===== config.mk =====
export PLATFORM = sky130hd
export DESIGN_NAME = mem_port_arbiter
export DESIGN_NICKNAME = d
export VERILOG_FILES = /design/src/rtl/mem_port_arbiter.sv
export SDC_FILE = /design/constraint.sdc
export NUM_CORES = 1
export LEC_CHECK = 0
export ABC_CLOCK_PERIOD_IN_PS = 5600
export CORE_AREA = 2 2 108 110
export DETAILED_ROUTE_END_ITERATION = 10
export DIE_AREA = 0 0 110 112
export PLACE_DENSITY = 0.56
export SLEW_MARGIN = 20
export SYNTH_ARGS = -nofsm -noshare
export SYNTH_HDL_FRONTEND = slang
export SYNTH_SLANG_ARGS = --single-unit

===== constraint.sdc =====
create_clock -name clk -period 5.6 [get_ports clk]
set_input_delay 1.4 -clock clk [delete_from_list [all_inputs] [get_ports clk]]
set_output_delay 1.4 -clock clk [all_outputs]
set_load 0.01 [all_outputs]

===== src/rtl/mem_port_arbiter.sv =====
// mem_port_arbiter: shares one memory port between a fetch requester and a data requester.
// Ports: clk/rst (sync, active-low); fetch side if_req/if_addr -> if_gnt/if_rvalid/if_rdata/if_err;
// data side d_req/d_we/d_funct3/d_addr/d_wdata -> d_gnt/d_rvalid/d_rdata/d_err;
// memory side mem_en/mem_we/mem_funct3/mem_addr/mem_wdata, mem_rdata valid one cycle after a read.
// Optional macro ARB_STARVE_GUARD_EN adds a fetch starvation guard bounded by STARVE_LIMIT.
module mem_port_arbiter #(
  parameter int unsigned STARVE_LIMIT = 4
) (
  input  logic        clk,
  input  logic        rst,
  input  logic        if_req,
  input  logic [31:0] if_addr,
  output logic        if_gnt,
  output logic        if_rvalid,
  output logic [31:0] if_rdata,
  output logic        if_err,
  input  logic        d_req,
  input  logic        d_we,
  input  logic [2:0]  d_funct3,
  input  logic [31:0] d_addr,
  input  logic [31:0] d_wdata,
  output logic        d_gnt,
  output logic        d_rvalid,
  output logic [31:0] d_rdata,
  output logic        d_err,
  output logic        mem_en,
  output logic        mem_we,
  output logic [2:0]  mem_funct3,
  output logic [31:0] mem_addr,
  output logic [31:0] mem_wdata,
  input  logic [31:0] mem_rdata
);
  localparam logic [1:0] OWN_NONE = 2'd0;
  localparam logic [1:0] OWN_IF   = 2'd1;
  localparam logic [1:0] OWN_D    = 2'd2;
  logic [1:0] owner_q, owner_d;
  logic       if_err_q, if_err_d, d_err_q, d_err_d;
  logic       starve_trip, if_al, d_al;
`ifdef ARB_STARVE_GUARD_EN
  localparam logic [3:0] LIMIT = 4'(STARVE_LIMIT);
  logic [3:0] cnt_q, cnt_d;
  assign starve_trip = cnt_q == LIMIT;
  // counts cycles fetch waited behind a data grant; saturates at the limit
  always_comb cnt_d = (!if_req || if_gnt) ? 4'd0 : (d_gnt && cnt_q != LIMIT) ? cnt_q + 4'd1 : cnt_q;
  always_ff @(posedge clk)
    if (!rst) cnt_q <= 4'd0;
    else      cnt_q <= cnt_d;
`else
  // pure data-over-fetch priority; the limit has no effect in this build
  assign starve_trip = 1'b0 & (STARVE_LIMIT != 0);
`endif
  always_comb begin
    if_al      = if_addr[1:0] == 2'b00;
    d_al       = d_funct3[1:0] == 2'b10 ? d_addr[1:0] == 2'b00 :
                 d_funct3[1:0] == 2'b01 ? !d_addr[0] : 1'b1;
    d_gnt      = rst & d_req & ~(if_req & starve_trip);
    if_gnt     = rst & if_req & ~d_gnt;
    mem_en     = (if_gnt & if_al) | (d_gnt & d_al);
    mem_we     = d_gnt & d_we & d_al;
    mem_funct3 = !mem_en ? 3'b000 : d_gnt ? d_funct3 : 3'b010;
    mem_addr   = !mem_en ? 32'h0 : d_gnt ? d_addr : if_addr;
    mem_wdata  = (mem_en & d_gnt) ? d_wdata : 32'h0;
    // only reads expect a response; stores and misaligned grants leave no owner
    owner_d    = (if_gnt & if_al) ? OWN_IF : (d_gnt & d_al & ~d_we) ? OWN_D : OWN_NONE;
    if_err_d   = if_gnt & ~if_al;
    d_err_d    = d_gnt & ~d_al;
  end
  always_ff @(posedge clk)
    if (!rst) begin
      owner_q  <= OWN_NONE;
      if_err_q <= 1'b0;
      d_err_q  <= 1'b0;
    end else begin
      owner_q  <= owner_d;
      if_err_q <= if_err_d;
      d_err_q  <= d_err_d;
    end
  assign if_rvalid = owner_q == OWN_IF;
  assign d_rvalid  = owner_q == OWN_D;
  assign if_rdata  = if_rvalid ? mem_rdata : 32'h0;
  assign d_rdata   = d_rvalid ? mem_rdata : 32'h0;
  assign if_err    = if_err_q;
  assign d_err     = d_err_q;
endmodule


==> impl_metrics.yaml <==
run_status:
  status: "complete, no violations"
synth:
  synth_top_cells_by_area: "and2_1 40%, mux2i_1 21%, a21oi_2 16%"
  synthCells: 206
  async_flop_share: 0
  yosysWarnings: 0
  netlist_area_sq_um: 1560
  ys.flop_type: "dfxtp_1"
  yosysMostFrequentCell: "and2_1"
  synth_top_area_share: 0.397
  synth_common_cells: "99 x and2_1, 32 x mux2i_1, 29 x a21oi_2, 6 x buf_2, 6 x clkbuf_1"
  syn_avg_cell_area_sq_um: 7.57
  yosysSeqAreaShare: 0.0514
  synth_cell_types: 20
  synth_edf_count: 0
  ys_seq_elements: 4
  syn_nets: 342
  synth_top_cell_by_area: "and2_1"
clock_tree:
  cts_sinks: 4
  path_clk_slew_ns: 0.03
  ctsHoldBuffers: 0
  tritoncts: "yes"
  numCtsBuffers: 3
  post_cts_resized: 0
  cts_buffer_depth: 2
  clockRootBuffer: "clkbuf_16"
  htree_levels: 1
  post-cts-setup-buffers: 0
cells_and_area:
  utilization: 0.400
  num_antenna_cells: 0
  fin_area_sq_um: 4470
  areaGrowthSynthToFinish_pct: 187
  layout.nets: 606
  n_fill_cell: 1142
  drive_gt1_frac: 0.0940
  layout.cells.non_filler: 611
critical_path:
  path_cells: "clkdlybuf4s50_1 -> nor2b_1 -> a211o_2 -> a21oi_1 -> clkdlybuf4s50_1"
  max_stage_delay_ns: 0.82
  crit_path_start_kind: "input port"
  end_kind: "output pin"
  crit_slowest_cell: "a211o_2"
  crit_type: "in -> out"
  crit_fanout: 34
  crit_top_cell: "clkdlybuf4s50_1"
  startpoint: "d_funct3[1]"
  crit_required_ns: 4.20
  cp.arrival_ns: 3.68
  setup.worst_path.end: "mem_addr[31]"
  path_buf_inv: 2
  crit_family: "buffers and inverters"
  crit_cells: 5
placed_design:
  dp_hpwl_microns: 7190
  dp_slack_ns: 0.485
  io_buffers: 274
  dp.cells: 608
  gp_congestion: 0.746
  placedInstanceArea_sq_um: 4380
job:
  drv_cap: 0
route:
  drt_iter0_drc: 58
  num_vias: 2458
  avgRoutedWirePerCell_microns: 13.9
  ant_nets: 0
  drt-total-wl_microns: 8510
  drc: 0
  avgViaCountPerCell: 4.02
  first_pass_iters: 4
power:
  power_frac_comb: 0.629
  clkPwrFrac: 0.291
  power_uw: 375
  powerDensity_nw_per_um2: 83.9
  power.leakage_nw: 1.77
  p_sw_frac: 0.259
  max-vdd-ir-drop_mv: 0.0689
  power_switching_uw: 96.9
  power.internal_uw: 278
  pwr-share-seq: 0.080
timing:
  setup_viol: 0
  fmax_mhz: 197
  hold_viol_final: 0
  worstMarginPinSlew_ns: 0.947
  period_minus_slack_ns: 5.08
  holdWs_ns: 1.88
  relSlewSlack: 0.369
  fin_tns_setup_ns: 0
  post-route-period-util: 0.907
  rsz0062_at_grt: "no"
  drv_slew: 0
  setup_slack_ns: 0.522
floorplan:
  placementRows: 39
  fp.dieArea_sq_um: 12300
  die_x_microns: 110
  initial_core_util: 0.140
  die_h_microns: 112
  core_area_sq_um: 11200
  ios: 275
min_path:
  hold_depth: 3
  hp-class: "in -> reg"
global_routing:
  grt_max_degree: 36
  grt_pass1_vias: 2481
  grt_pass1_wl_microns: 12600
  antenna_found_initial: 0
  overflow: 0
  grt_use_total: 0.129
==> power by group through the flow <==
stage | Clock (mW) | Combinational [mW] | Sequential [mW]
floorplan | 0 | 0.0813 | 0.0304
global placement | 0 | 0.237 | 0.0302
detailed placement | 0 | 0.238 | 0.0302
CTS | 0.112 | 0.239 | 0.0298
global route | 0.114 | 0.253 | 0.0300
finish | 0.109 | 0.236 | 0.0300
==> state kept, by name, indices dropped and copies added (netlist names) <==
register,cells
d_err,1
owner_q,2
if_err,1
==> area by class of cell <==
class	instances	area [sq um]	share of cell area
repair buffers	278	2770	0.621
multi-input cells	181	1350	0.303
well taps	143	179	0.0400
flip-flops and latches	4	80.1	0.0179
clock buffers	3	75.1	0.0168
inverters	2	7.51	0.00168
==> layout by cell type (no fill, tap or decap) <==
| cell | n |
|---|---|
| clkdlybuf4s50_1 | 274 |
| mux2i_1 | 32 |
| and3b_1 | 1 |
| nand2_2 | 2 |
| and2_1 | 99 |
| nor2b_1 | 2 |
| a211oi_4 | 1 |
| clkbuf_16 | 3 |
| buf_4 | 4 |
| a21oi_2 | 29 |
| a211o_2 | 1 |
| a21oi_1 | 5 |
| or2_4 | 1 |
| inv_1 | 2 |
| nor2b_4 | 2 |
| and3b_2 | 1 |
| and4b_1 | 1 |
| nor2_1 | 3 |
| nand2_1 | 1 |
| dfxtp_1 | 4 |
==> metal layers <==
metal | vias up | track usage | wire [microns]
met4 | 0 | 0.0312 | 87
met3 | 6 | 0.0451 | 1080
met2 | 153 | 0.258 | 4580
met1 | 1100 | 0.121 | 2750
li1 | 1199 | - | -
met5 | - | 0 | 0
==> worst min path at each step <==
stage | from | end
after floorplan | if_addr[1] | if_err
after global placement | if_addr[1] | if_err
after detailed placement | if_addr[1] | if_err
after CTS | if_addr[1] | if_err
after global routing | d_we | owner_q[1]
final | if_addr[1] | if_err
==> cell families (layout without fill, tap and decap cells) <==
kind of cell           Yosys count  count (layout)  synth area share
AOI/OAI and AO/OA               36              36             0.197
buffers and inverters           21             283            0.0939
DFF                              4               4            0.0514
muxes                           32              32             0.205
and+or+nand+nor                113             113             0.452
==> tightest hold or removal path: stages <==
cell and delay [ns]:
clkdlybuf4s50_1 0.47, nor2_1 0.07, nor2b_1 0.11
Note: power is estimated with default switching activity, not from simulation.
==> edit (config.mk and constraints unchanged) <==
Build with the macro `ARB_STARVE_GUARD_EN` defined.
--- a/src/rtl/mem_port_arbiter.sv
+++ b/src/rtl/mem_port_arbiter.sv
@@ -5,2 +5,4 @@
 // Optional macro ARB_STARVE_GUARD_EN adds a fetch starvation guard bounded by STARVE_LIMIT.
+`define ARB_STARVE_GUARD_EN
+
 module mem_port_arbiter #(
Behaviour: not the same (a bounded check fails within 10 cycles, from zero or initial values and one cycle with rst low).
==> edit against the unedited design <==
- cell area fell by 1.9%
- worst setup slack got worse by 0.20 ns
- total power up 11%
- sequential cell count rose by 4
- synthesized area is 7.4% lower
- routed wire length is 11% higher
- maximum frequency fell by 3.7%
- non-clock buffer count grew 1
- hold slack got worse by 1.4 ns
- critical endpoint is now mem_addr[6]
==> edit: results (changes against the unedited design) <==
[placed_design] weighted congestion at the end of routability-driven global placement 0.7832 [+5.1%]
[clock_tree] library cell used as clock root buffer sky130_fd_sc_hd__clkbuf_16
[setup_path] Slowest Stage Delay on Critical Path 0.60 ns [-0.22 ns]
[logic_synthesis] top cells by area in the synthesized netlist sky130_fd_sc_hd__and2_1 28%, sky130_fd_sc_hd__a32o_1 21%, sky130_fd_sc_hd__and3_1 16%
[logic_synthesis] Adder-Cell Fraction of Synth Area 0.01733 [+0.01733]
[power_and_ir_drop] maximum VDD drop 64.80 uV [-6.0%]
[power_and_ir_drop] leakage power 0.001706 uW [-3.4%]
[final_layout] ratio of cells with drive above 1 in the final layout 0.02863 [-0.06538]
[clock_tree] maximum buffer depth of the clock tree 2 [unchanged]
[worst_hold_path] Worst Hold Class reg2reg
[logic_synthesis] synthesized-area fraction occupied by xor and xnor cells 0.01820 [+0.01820]
[placed_design] instance count after placement with tap cells included 594 [-2.3%]
[global_route] largest net degree at the start of global routing 48 [+33%]
[global_route] Tot GR Track Use 0.1409 [+0.01160]
[global_route] first-pass GRT wire length 13590 um [+8.2%]
[setup_path] Critical Path Fanout Max 30 [-12%]
[logic_synthesis] multiplexer share of the synthesized area 0 [-0.2055]
[detailed_routing] initial DRC count 149 [+160%]
[final_layout] count of fill cells added during filler insertion 1174 [+2.8%]
[logic_synthesis] most common library cells after synthesis 65 x sky130_fd_sc_hd__and2_1, 37 x sky130_fd_sc_hd__and3_1, 30 x sky130_fd_sc_hd__a32o_1
[detailed_routing] vias per cell 4.245 [+5.5%]
[placed_design] total half-perimeter wirelength after legalization and detailed placement 7865 um [+9.4%]
[final_layout] number of standard cells in the layout, taps in and fillers out 597 [-2.3%]
[global_route] via count of the first global-routing pass 2598 [+4.7%]
[logic_synthesis] number of distinct library cells after synthesis 26 [+30%]
[global_route] initial antenna violation count 0 [unchanged]
[run_status] status complete, no violations
[logic_synthesis] gate count of the mapped netlist 195 [-5.3%]
[timing] slew at the pin closest to its max-slew limit 0.6548 ns [-0.2920 ns]
[clock_tree] buffer count from post-CTS setup fixing 0 [unchanged]
[detailed_routing] routed wire length 9462 um [+11%]
[logic_synthesis] Mapped Nets 333 [-2.6%]
[logic_synthesis] share of the yosys chip area belonging to registers 0.1109 [+0.05955]
[logic_synthesis] post-synthesis compound-gate area fraction 0.2504 [+0.05300]
[setup_path] critical path data arrival time 3.88 ns [+0.20 ns]
[setup_path] slowest stage cell, crit path sky130_fd_sc_hd__or2_2
## edit: cell count changes after synthesis, moves of 12 or more
cell	delta
sky130_fd_sc_hd__and3_1	+37
sky130_fd_sc_hd__a21oi_2	-29
sky130_fd_sc_hd__mux2i_1	-32
sky130_fd_sc_hd__a32o_1	+30
sky130_fd_sc_hd__clkbuf_1	+12
sky130_fd_sc_hd__and2_1	-34
## edit: critical path: cells and delay by family
kind                   cells  cell delay, ns
buffers and inverters      2            1.06
AOI/OAI and AO/OA          2            0.69
and+or+nand+nor            2            0.71
## edit: area by class of cell
class | count | share of cell area
flip-flops and latches | 8 | 0.03654
inverters | 4 | 0.003426
clock buffers | 3 | 0.01713
multi-input cells | 160 | 0.2649
well taps | 143 | 0.04082
repair buffers | 279 | 0.6372
## edit: report_power, final
part	switching [uW]	leakage (uW)	internal, uW	total (uW)
Clock	26.9	0.0000370	92.0	119
Combinational	82.6	0.00160	155	238
Sequential	0.657	0.0000650	58.7	59.3
## edit: through the flow
step	setup WS (ns)	instance area (um2)
after global placement	0.3558	4308
final	0.3246	4383
after floorplan	1.747	1444
after global routing	0.2197	4383
after CTS	0.3299	4383
after detailed placement	0.3364	4308
## edit: per-layer routing
layer,vias up,GRT usage,routed length (um)
met5,-,0,0
met4,0,0.03882,158
met3,12,0.04859,1278
met2,187,0.2736,4849
met1,1107,0.1366,3175
li1,1228,-,-
## edit: path summary, 6_finish.rpt
path	end	slack [ns]	cells after the start	startpoint
hold / removal	cnt_q[0]	0.48	1	cnt_q[0]
setup / recovery	mem_addr[6]	0.32	6	rst
setup reg to reg	owner_q[1]	3.75	7	cnt_q[0]
hold reg to reg	cnt_q[0]	0.48	1	cnt_q[0]
